==> src/rtl/sensor_bus_pkg.sv <==
// Shared definitions for the sensor bus link: slot encoding, sample width,
// default clamp limits and the A/B sample pair type.
package sensor_bus_pkg;

  localparam int SENSOR_W = 8;

  // Slot encoding doubles as the ss line value.
  localparam logic [0:0] SLOT_A = 1'b0;
  localparam logic [0:0] SLOT_B = 1'b1;

  localparam logic [SENSOR_W-1:0] DEF_MIN_VAL = 8'd1;
  localparam logic [SENSOR_W-1:0] DEF_MAX_VAL = 8'd100;

  typedef struct packed {
    logic [SENSOR_W-1:0] a;
    logic [SENSOR_W-1:0] b;
  } pair_t;

endpackage

==> src/rtl/pair_fifo.sv <==
// Small synchronous FIFO with power-of-two depth, wrap-around pointers and an
// occupancy count. Pushes when full and pops when empty are ignored.
module pair_fifo #(
  parameter int WIDTH = 16,
  parameter int DEPTH = 2
) (
  input  logic                     clk,
  input  logic                     rst_n,
  input  logic                     push,
  input  logic [WIDTH-1:0]         push_data,
  input  logic                     pop,
  output logic [WIDTH-1:0]         pop_data,
  output logic [$clog2(DEPTH):0]   count,
  output logic                     full
);

  localparam int AW = $clog2(DEPTH);
  localparam logic [AW:0] FULL_CNT = (AW+1)'(DEPTH);

  logic [WIDTH-1:0] mem [DEPTH];
  logic [AW-1:0]    wr_ptr;
  logic [AW-1:0]    rd_ptr;
  logic             do_push;
  logic             do_pop;

  assign full     = (count == FULL_CNT);
  assign do_push  = push && !full;
  assign do_pop   = pop && (count != '0);
  assign pop_data = mem[rd_ptr];

  always_ff @(posedge clk) begin
    if (do_push) mem[wr_ptr] <= push_data;
  end

  // Pointers wrap naturally because DEPTH is a power of two.
  always_ff @(posedge clk) begin
    if (!rst_n) begin
      wr_ptr <= '0;
      rd_ptr <= '0;
      count  <= '0;
    end else begin
      if (do_push) wr_ptr <= wr_ptr + AW'(1);
      if (do_pop)  rd_ptr <= rd_ptr + AW'(1);
      case ({do_push, do_pop})
        2'b10:   count <= count + (AW+1)'(1);
        2'b01:   count <= count - (AW+1)'(1);
        default: count <= count;
      endcase
    end
  end

endmodule

==> src/rtl/sensor_pair_tx.sv <==
// Transmit side of the shared sensor bus: clamps and queues A/B sample pairs,
// then sends them as fixed two-cycle frames (A on ss=0, B on ss=1).
module sensor_pair_tx
  import sensor_bus_pkg::*;
#(
  parameter int                  DEPTH   = 2,
  parameter logic [SENSOR_W-1:0] MIN_VAL = DEF_MIN_VAL,
  parameter logic [SENSOR_W-1:0] MAX_VAL = DEF_MAX_VAL
) (
  input  logic                clk,
  input  logic                rst_n,
  input  logic                in_valid,
  output logic                in_ready,
  input  logic [SENSOR_W-1:0] in_a,
  input  logic [SENSOR_W-1:0] in_b,
  output logic [SENSOR_W-1:0] data_bus,
  output logic                ss,
  output logic                frame_start,
  output logic                sent,
  output logic                clamped
);

  localparam int CW = $clog2(DEPTH) + 1;

  function automatic logic [SENSOR_W-1:0] clamp_val(input logic [SENSOR_W-1:0] v);
    if (v < MIN_VAL)      return MIN_VAL;
    else if (v > MAX_VAL) return MAX_VAL;
    else                  return v;
  endfunction

  function automatic logic out_of_range(input logic [SENSOR_W-1:0] v);
    return (v < MIN_VAL) || (v > MAX_VAL);
  endfunction

  logic [0:0]          state;
  logic                accept;
  logic                pop;
  logic                full;
  logic [CW-1:0]       count;
  pair_t               push_pair;
  pair_t               head;
  logic [SENSOR_W-1:0] hold_b;
  logic                data_frame;

  assign in_ready  = !full;
  assign accept    = rst_n && in_valid && in_ready;
  assign clamped   = accept && (out_of_range(in_a) || out_of_range(in_b));
  assign push_pair = '{a: clamp_val(in_a), b: clamp_val(in_b)};

  // Pop decision uses the pre-edge count, so a pair pushed on the same
  // SLOT_A-entry edge into an empty FIFO waits for the next frame.
  assign pop = (state == SLOT_B) && (count != '0);

  pair_fifo #(
    .WIDTH ($bits(pair_t)),
    .DEPTH (DEPTH)
  ) u_fifo (
    .clk       (clk),
    .rst_n     (rst_n),
    .push      (accept),
    .push_data (push_pair),
    .pop       (pop),
    .pop_data  (head),
    .count     (count),
    .full      (full)
  );

  // Free-running frame FSM: alternates every cycle, phase fixed by reset.
  always_ff @(posedge clk) begin
    if (!rst_n) begin
      state       <= SLOT_A;
      ss          <= 1'b0;
      data_bus    <= '0;
      hold_b      <= '0;
      data_frame  <= 1'b0;
      frame_start <= 1'b0;
      sent        <= 1'b0;
    end else if (state == SLOT_B) begin
      state       <= SLOT_A;
      ss          <= SLOT_A;
      data_frame  <= pop;
      frame_start <= pop;
      sent        <= 1'b0;
      data_bus    <= pop ? head.a : '0;
      hold_b      <= pop ? head.b : '0;
    end else begin
      state       <= SLOT_B;
      ss          <= SLOT_B;
      frame_start <= 1'b0;
      sent        <= data_frame;
      data_bus    <= data_frame ? hold_b : '0;
    end
  end

endmodule

==> config.mk <==
export PLATFORM = sky130hd
export DESIGN_NAME = sensor_pair_tx
export DESIGN_NICKNAME = d
export VERILOG_FILES = /design/src/rtl/sensor_bus_pkg.sv /design/src/rtl/pair_fifo.sv /design/src/rtl/sensor_pair_tx.sv
export SDC_FILE = /design/constraint.sdc
export NUM_CORES = 1
export LEC_CHECK = 0
export BUFFER_PORTS_ARGS = -buffer_cell sky130_fd_sc_hd__buf_4
export CORE_ASPECT_RATIO = 1.5
export CORE_MARGIN = 3
export CORE_UTILIZATION = 40
export CTS_BUF_LIST = sky130_fd_sc_hd__clkbuf_2 sky130_fd_sc_hd__clkbuf_4 sky130_fd_sc_hd__clkbuf_8
export CTS_CLUSTER_SIZE = 10
export DETAILED_ROUTE_END_ITERATION = 8
export PLACE_DENSITY = 0.65
export REMOVE_ABC_BUFFERS = 1
export SLEW_MARGIN = 10
export SYNTH_ARGS = -nofsm -noshare
export SYNTH_HDL_FRONTEND = slang
export SYNTH_SLANG_ARGS = --single-unit
==> constraint.sdc <==
create_clock -name clk -period 2.2 [get_ports clk]
set_input_delay 0.44 -clock clk [delete_from_list [all_inputs] [get_ports clk]]
set_output_delay 0.44 -clock clk [all_outputs]
set_load 0.05 [all_outputs]
==> run summary, run 1 <==
status -> completed
ANT cells -> 0
fin crit share -> 98.3%
top post-synthesis cells by area -> edfxtp_1, dfxtp_1, mux2i_1, o2bb2ai_1, o21ai_0
DR pass1 iterations -> 4
fmax -> 0.462 GHz
setup ws final -> 0.0365 ns
largest net degree at the start of global routing -> 19
Tightest Hold Check Type -> in2reg
number of global-route vias before repair -> 1343
ANT nets after route -> 0
CTS Sinks -> 57
TritonCTS clock tree -> done
routed vias -> 1310
remaining global-route overflow -> 0
worst-path cell chain -> buf_4 > or3_4 > or3_4 > a41oi_2 > buf_6
Setup Fix Bufs, Post-CTS -> 0
most common cell after layout, fill and taps aside -> buf_4
Total GRT Usage -> 13.8%
clk root buf -> clkbuf_8
port bufs -> 31
Final Power -> 2.24 mW
FP Rows -> 31
Post-Syn Area per Cell -> 13.5 sq um
endpoint type of the worst setup path -> primary output
final critical-path required period -> 2.16 ns
post-synth design cell area -> 2120 sq um
unrepaired setup endpoints after global routing -> false
WL final -> 3770 um
Hold WS -> 0.409 ns
Initial Util -> 42.7%
Worst IR Drop VDD -> 455 uV
H-tree Lvls -> 3
Core Box Area -> 4960 sq um
initial antenna violation count -> 0
chip width -> 65.5 um
most frequent cells in the layout -> buf_4, edfxtp_1, dfxtp_1, mux2i_1, o21ai_0
worst endpoint data arrival time -> 1.72 ns
Fin. Hold Viols -> 0
fillcell total -> 472
Cell Pwr Density -> 853 nW/um^2
DP Worst Slack -> -0.0279 ns
die area -> 6230 sq um
fraction of layout cells with a size suffix above 1 -> 27.2%
area delta synth->final -> 23.8%
nets -> 221
# DRC -> 0
DRT iter0 DRCs -> 39
WP data required -> 1.76 ns
worst skew pair latency -> 0.33 ns
post-layout util -> 52.9%
Worst path max stage delay -> 0.39 ns
vias per cell -> 4.82
CP max FO -> 2
CTS Buf Count -> 9
final slew viol count -> 0
Clock Skews -> 0.00631 ns
CTS Buffer Depth -> 2
Yosys cell types -> 30
worst-margin pin slew -> 0.655 ns
die extent in y -> 95.2 um
post-synth top area share -> 45.3%
Seq cells post-synth -> 57
relative slew slack -> 56.3%
routed len/inst -> 13.9 um
WS Path Type -> in2out
Setup TNS Final -> 0 ns
Ports -> 32
gpl congestion -> 0.752
# setup viols final -> 0
Yosys warning total -> 0
critical-path cell with the highest stage delay -> or3_4
Seq/Total Area, Yosys -> 68.9%
Post-Synthesis Cells -> 157
global-route wire length before repair -> 6090 um
Worst-path clk slew -> 0.05 ns
critical path launch point type -> input pin
Max-cap violations -> 0
Pleak -> 0.976 nW
Post-DP HPWL -> 2700 um
critical path's most frequent cell -> or3_4
largest area contributor in the netlist -> edfxtp_1
==> area by class of cell <==
| type | instances | area (sq um) | area share (%) |
|---|---|---|---|
| Clock buffer | 9 | 124 | 4.72 |
| Clock inverter | 7 | 27.5 | 1.05 |
| Inverter | 4 | 15.0 | 0.572 |
| Multi-Input combinational cell | 94 | 649 | 24.7 |
| Sequential cell | 57 | 1460 | 55.6 |
| Tap cell | 66 | 82.6 | 3.14 |
| Timing Repair Buffer | 35 | 267 | 10.1 |
==> sequential cells by signal (all words and copies together) (netlist names), named ones only <==
register	flops
data_bus	8
data_frame	1
frame_start	1
hold_b	8
sent	1
state	1
u_fifo.count	2
u_fifo.mem	32
u_fifo.rd_ptr	1
u_fifo.wr_ptr	1
==> power by group <==
group | total, mW | switching, mW | internal (mW)
Clock | 0.749 | 0.368 | 0.381
Combinational | 0.276 | 0.162 | 0.113
Sequential | 1.22 | 0.0277 | 1.19
==> cells in the mapped netlist, drive strengths merged <==
cell type	instances
a21bo	2
a21o	1
a21oi	3
a31o	1
a41oi	1
and2	6
and3	1
buf	5
conb	1
dfxtp	25
edfxtp	32
ha	1
inv	4
mux2i	16
nand2	9
nand2b	4
nand3	2
nand4	1
nor2	6
nor2b	1
nor3	2
o21a	1
o21ai	10
o22ai	1
o2bb2ai	8
o311a	1
or2	5
or3	4
xnor2	2
xor2	1
==> routing by layer <==
layer	track usage [%]	routed length (um)
met2	23.8	2070
met1	13.7	1380
met4	10.9	117
met3	4.01	205
met5	0	0
==> path summary, 6_finish.rpt <==
path                                                   start                      endpoint  slack (ns)  depth (start not counted)
worst min-delay path                                 in_b[5]    u_fifo.mem[0][5]$_DFFE_PP_        0.41                          2
worst max-delay path                                 in_b[7]                       clamped        0.04                          5
worst max register to register  u_fifo.count[0]$_SDFFE_PN0P_  u_fifo.count[1]$_SDFFE_PN0P_        0.50                          5
worst min register to register        hold_b[5]$_SDFFE_PN0P_        hold_b[5]$_SDFFE_PN0P_        0.46                          2
==> worst max-delay path, delay by kind of cell <==
family | cells | cell delay [ns]
compound gates | 1 | 0.21
buf+inv | 2 | 0.30
simple gates | 2 | 0.77
==> cell families (layout without fill, tap and decap cells) <==
kind of cell	after synthesis	after routing	synth area share, %
other	1	4	0.177
XOR/XNOR	3	3	1.24
buffers and inverters	9	55	1.89
AND/OR/NAND/NOR	41	41	10.1
multiplexers	16	16	7.55
adder cells (fa/ha/maj)	1	1	0.590
AO/OA/AOI/OAI	29	29	9.61
flip-flops	57	57	68.9
==> through the flow <==
stage          std cells  cell area [sq um]
3_3_place_gp         256               2450
3_5_place_dp         256               2450
6_report             272               2630
2_1_floorplan        155               2110
5_1_grt              272               2630
4_1_cts              272               2620
==> timing repair <==
action / CTS / global route
gates resized for setup: 2 / 2
endpoints found under the setup margin: 1 / 1
hold buffers: 0 / 0
pin swaps: 0 / 1
Note: power is estimated with default switching activity, not from simulation.
==> run 2, diff against run 1 <==
--- a/config.mk
+++ b/config.mk
@@ -6,13 +6,15 @@
 export NUM_CORES = 1
 export LEC_CHECK = 0
 export BUFFER_PORTS_ARGS = -buffer_cell sky130_fd_sc_hd__buf_4
+export CELL_PAD_IN_SITES_DETAIL_PLACEMENT = 0
+export CELL_PAD_IN_SITES_GLOBAL_PLACEMENT = 1
 export CORE_ASPECT_RATIO = 1.5
 export CORE_MARGIN = 3
 export CORE_UTILIZATION = 40
 export CTS_BUF_LIST = sky130_fd_sc_hd__clkbuf_2 sky130_fd_sc_hd__clkbuf_4 sky130_fd_sc_hd__clkbuf_8
 export CTS_CLUSTER_SIZE = 10
 export DETAILED_ROUTE_END_ITERATION = 8
-export PLACE_DENSITY = 0.65
+export PLACE_DENSITY = 0.76
 export REMOVE_ABC_BUFFERS = 1
 export SLEW_MARGIN = 10
 export SYNTH_ARGS = -nofsm -noshare
==> run summary, run 2 (synthesis gave the netlist of run 1 again) <==
status -> completed (unchanged)
initial antenna violation count -> 0 (unchanged)
final slew viol count -> 0 (unchanged)
DRT iter0 DRCs -> 24 (was 39)
vias per cell -> 4.88 (was 4.82)
Tightest Hold Check Type -> in2reg (unchanged)
routed len/inst -> 13.5 um (was 13.9 um)
Post-DP HPWL -> 2680 um (was 2700 um)
Total GRT Usage -> 13.6% (was 13.8%)
Internal -> 2.01 mW (was 1.68 mW)
critical path launch point type -> input pin (unchanged)
relative slew slack -> 55.0% (was 56.3%)
Clock power frac -> 42.6% (was 33.4%)
Reg2Reg Setup Slack -> 0.49 ns (was 0.50 ns)
WL final -> 3670 um (was 3770 um)
chip width -> 65.5 um (unchanged)
Reg2Reg Depth -> 5 (unchanged)
H-tree Lvls -> 3 (unchanged)
die area -> 6230 sq um (unchanged)
Top reg by flops -> u_fifo.mem (unchanged)
worst skew pair latency -> 0.33 ns (about the same)
WP data required -> 1.76 ns (about the same)
Worst-path clk slew -> 0.06 ns (was 0.05 ns)
fraction of layout cells with a size suffix above 1 -> 28.8% (was 27.2%)
hold_buf cts -> 0 (unchanged)
number of global-route vias before repair -> 1333 (was 1343)
port bufs -> 31 (unchanged)
endpoint type of the worst setup path -> primary output (unchanged)
Clock Skews -> 0.00463 ns (was 0.00631 ns)
CP max FO -> 2 (unchanged)
Worst IR Drop VDD -> 552 uV (was 455 uV)
area delta synth->final -> 26.8% (was 23.8%)
final critical-path required period -> 2.13 ns (was 2.16 ns)
WS Path Type -> in2out (unchanged)
Critical Path End -> clamped (unchanged)
unrepaired setup endpoints after global routing -> false (unchanged)
post-placement cell count -> 255 (was 256)
Fin. Hold Viols -> 0 (unchanged)
DR pass1 iterations -> 4 (unchanged)
Seq pwr share -> 47.1% (was 54.2%)
nets -> 220 (was 221)
Setup TNS Final -> 0 ns (unchanged)
CTS Buffer Depth -> 2 (unchanged)
ANT nets after route -> 0 (unchanged)
origin of the critical flop-to-flop path -> u_fifo.count[0]$_SDFFE_PN0P_ (unchanged)
Cell Pwr Density -> 961 nW/um^2 (was 853 nW/um^2)
Core Box Area -> 4960 sq um (unchanged)
Switching Share -> 22.2% (was 24.9%)
Post-DP Area -> 2450 sq um (about the same)
ANT cells -> 0 (unchanged)
clk root buf -> clkbuf_8 (unchanged)
FP Rows -> 31 (unchanged)
fin area -> 2690 sq um (was 2630 sq um)
worst endpoint data arrival time -> 1.69 ns (was 1.72 ns)
Ports -> 32 (unchanged)
fin crit share -> 96.9% (was 98.3%)
gpl congestion -> 0.735 (was 0.752)
# setup viols final -> 0 (unchanged)
Critical path origin -> in_b[7] (unchanged)
remaining global-route overflow -> 0 (unchanged)
routed vias -> 1323 (was 1310)
worst-margin pin slew -> 0.673 ns (was 0.655 ns)
most common cell after layout, fill and taps aside -> buf_4 (unchanged)
die extent in y -> 95.2 um (unchanged)
CTS Sinks -> 57 (unchanged)
Comb power frac -> 10.3% (was 12.3%)
most frequent cells in the layout -> buf_4, edfxtp_1, dfxtp_1, mux2i_1, clkbuf_8 (was buf_4, edfxtp_1, dfxtp_1, mux2i_1, o21ai_0)
TritonCTS clock tree -> done (unchanged)
largest registers -> u_fifo.mem x32, data_bus x8, hold_b x8 (unchanged)
max reg flops -> 32 (unchanged)
final non-filler cell total -> 271 (was 272)
global-route wire length before repair -> 6100 um (was 6090 um)
fmax -> 0.469 GHz (was 0.462 GHz)
CTS Buf Count -> 9 (unchanged)
Initial Util -> 42.7% (unchanged)
Worst R2R End -> u_fifo.count[1]$_SDFFE_PN0P_ (unchanged)
Max-cap violations -> 0 (unchanged)
# DRC -> 0 (unchanged)
Pleak -> 1.01 nW (was 0.976 nW)
largest net degree at the start of global routing -> 19 (unchanged)
Psw -> 0.575 mW (was 0.558 mW)
==> run 2: critical path: stages <==
cell,delay [ns]
buf_4,0.11
or3_1,0.37
or3_1,0.39
a41oi_2,0.19
buf_6,0.19
==> run 2: timing repair <==
action | in CTS | in global routing
buffers inserted | 0 | 0
endpoints found under the setup margin | 1 | 0
resized for setup | 2 | 0
==> run 2: worst min path at each step <==
| stage | start | endpoint | cells past startpoint |
|---|---|---|---|
| floorplan | hold_b[0]$_SDFFE_PN0P_ | hold_b[0]$_SDFFE_PN0P_ | 2 |
| global placement | hold_b[7]$_SDFFE_PN0P_ | hold_b[7]$_SDFFE_PN0P_ | 2 |
| detailed placement | hold_b[7]$_SDFFE_PN0P_ | hold_b[7]$_SDFFE_PN0P_ | 2 |
| CTS | in_a[5] | u_fifo.mem[1][13]$_DFFE_PP_ | 2 |
| global route | in_b[6] | u_fifo.mem[0][6]$_DFFE_PP_ | 2 |
| finish | in_b[6] | u_fifo.mem[0][6]$_DFFE_PP_ | 2 |
==> run 2: per-stage QoR <==
stage | hold WS (ns) | total power, mW | setup WS (ns) | util, %
after floorplan | 0.426 | 1.41 | -0.296 | -
final | 0.406 | 2.59 | 0.0671 | 54.2
after global routing | 0.386 | 2.71 | 0.0231 | 54.2
after CTS | 0.382 | 2.61 | 0.0557 | 54.2
after global placement | 0.436 | 1.50 | -0.00125 | 49.3
after detailed placement | 0.452 | 1.51 | -0.0546 | 49.3
==> run 2: cell type report <==
class                   count  area, sq um
clock inverters             4         73.8
inverters                   4         15.0
repair buffers             34          259
multi-input cells          94          639
clock buffers              12          159
flip-flops and latches     57         1460
fillers                   460         2270
well taps                  66         82.6
==> run 2: per-layer routing <==
layer	vias to the layer above	share of wire (%)	track usage, %	wire length (um)
li1	656	-	-	-
met1	603	39	14.0	1410
met2	49	52	22.2	1900
met3	15	6.0	6.01	219
met4	0	3.7	8.82	134
met5	-	0	0	0
==> run 2: power by group through the flow <==
stage,Sequential [mW],Clock [mW],Combinational [mW]
2_1_floorplan,1.27,0,0.134
3_3_place_gp,1.24,0,0.257
3_5_place_dp,1.24,0,0.266
4_1_cts,1.22,1.12,0.269
5_1_grt,1.22,1.19,0.291
6_report,1.22,1.10,0.266
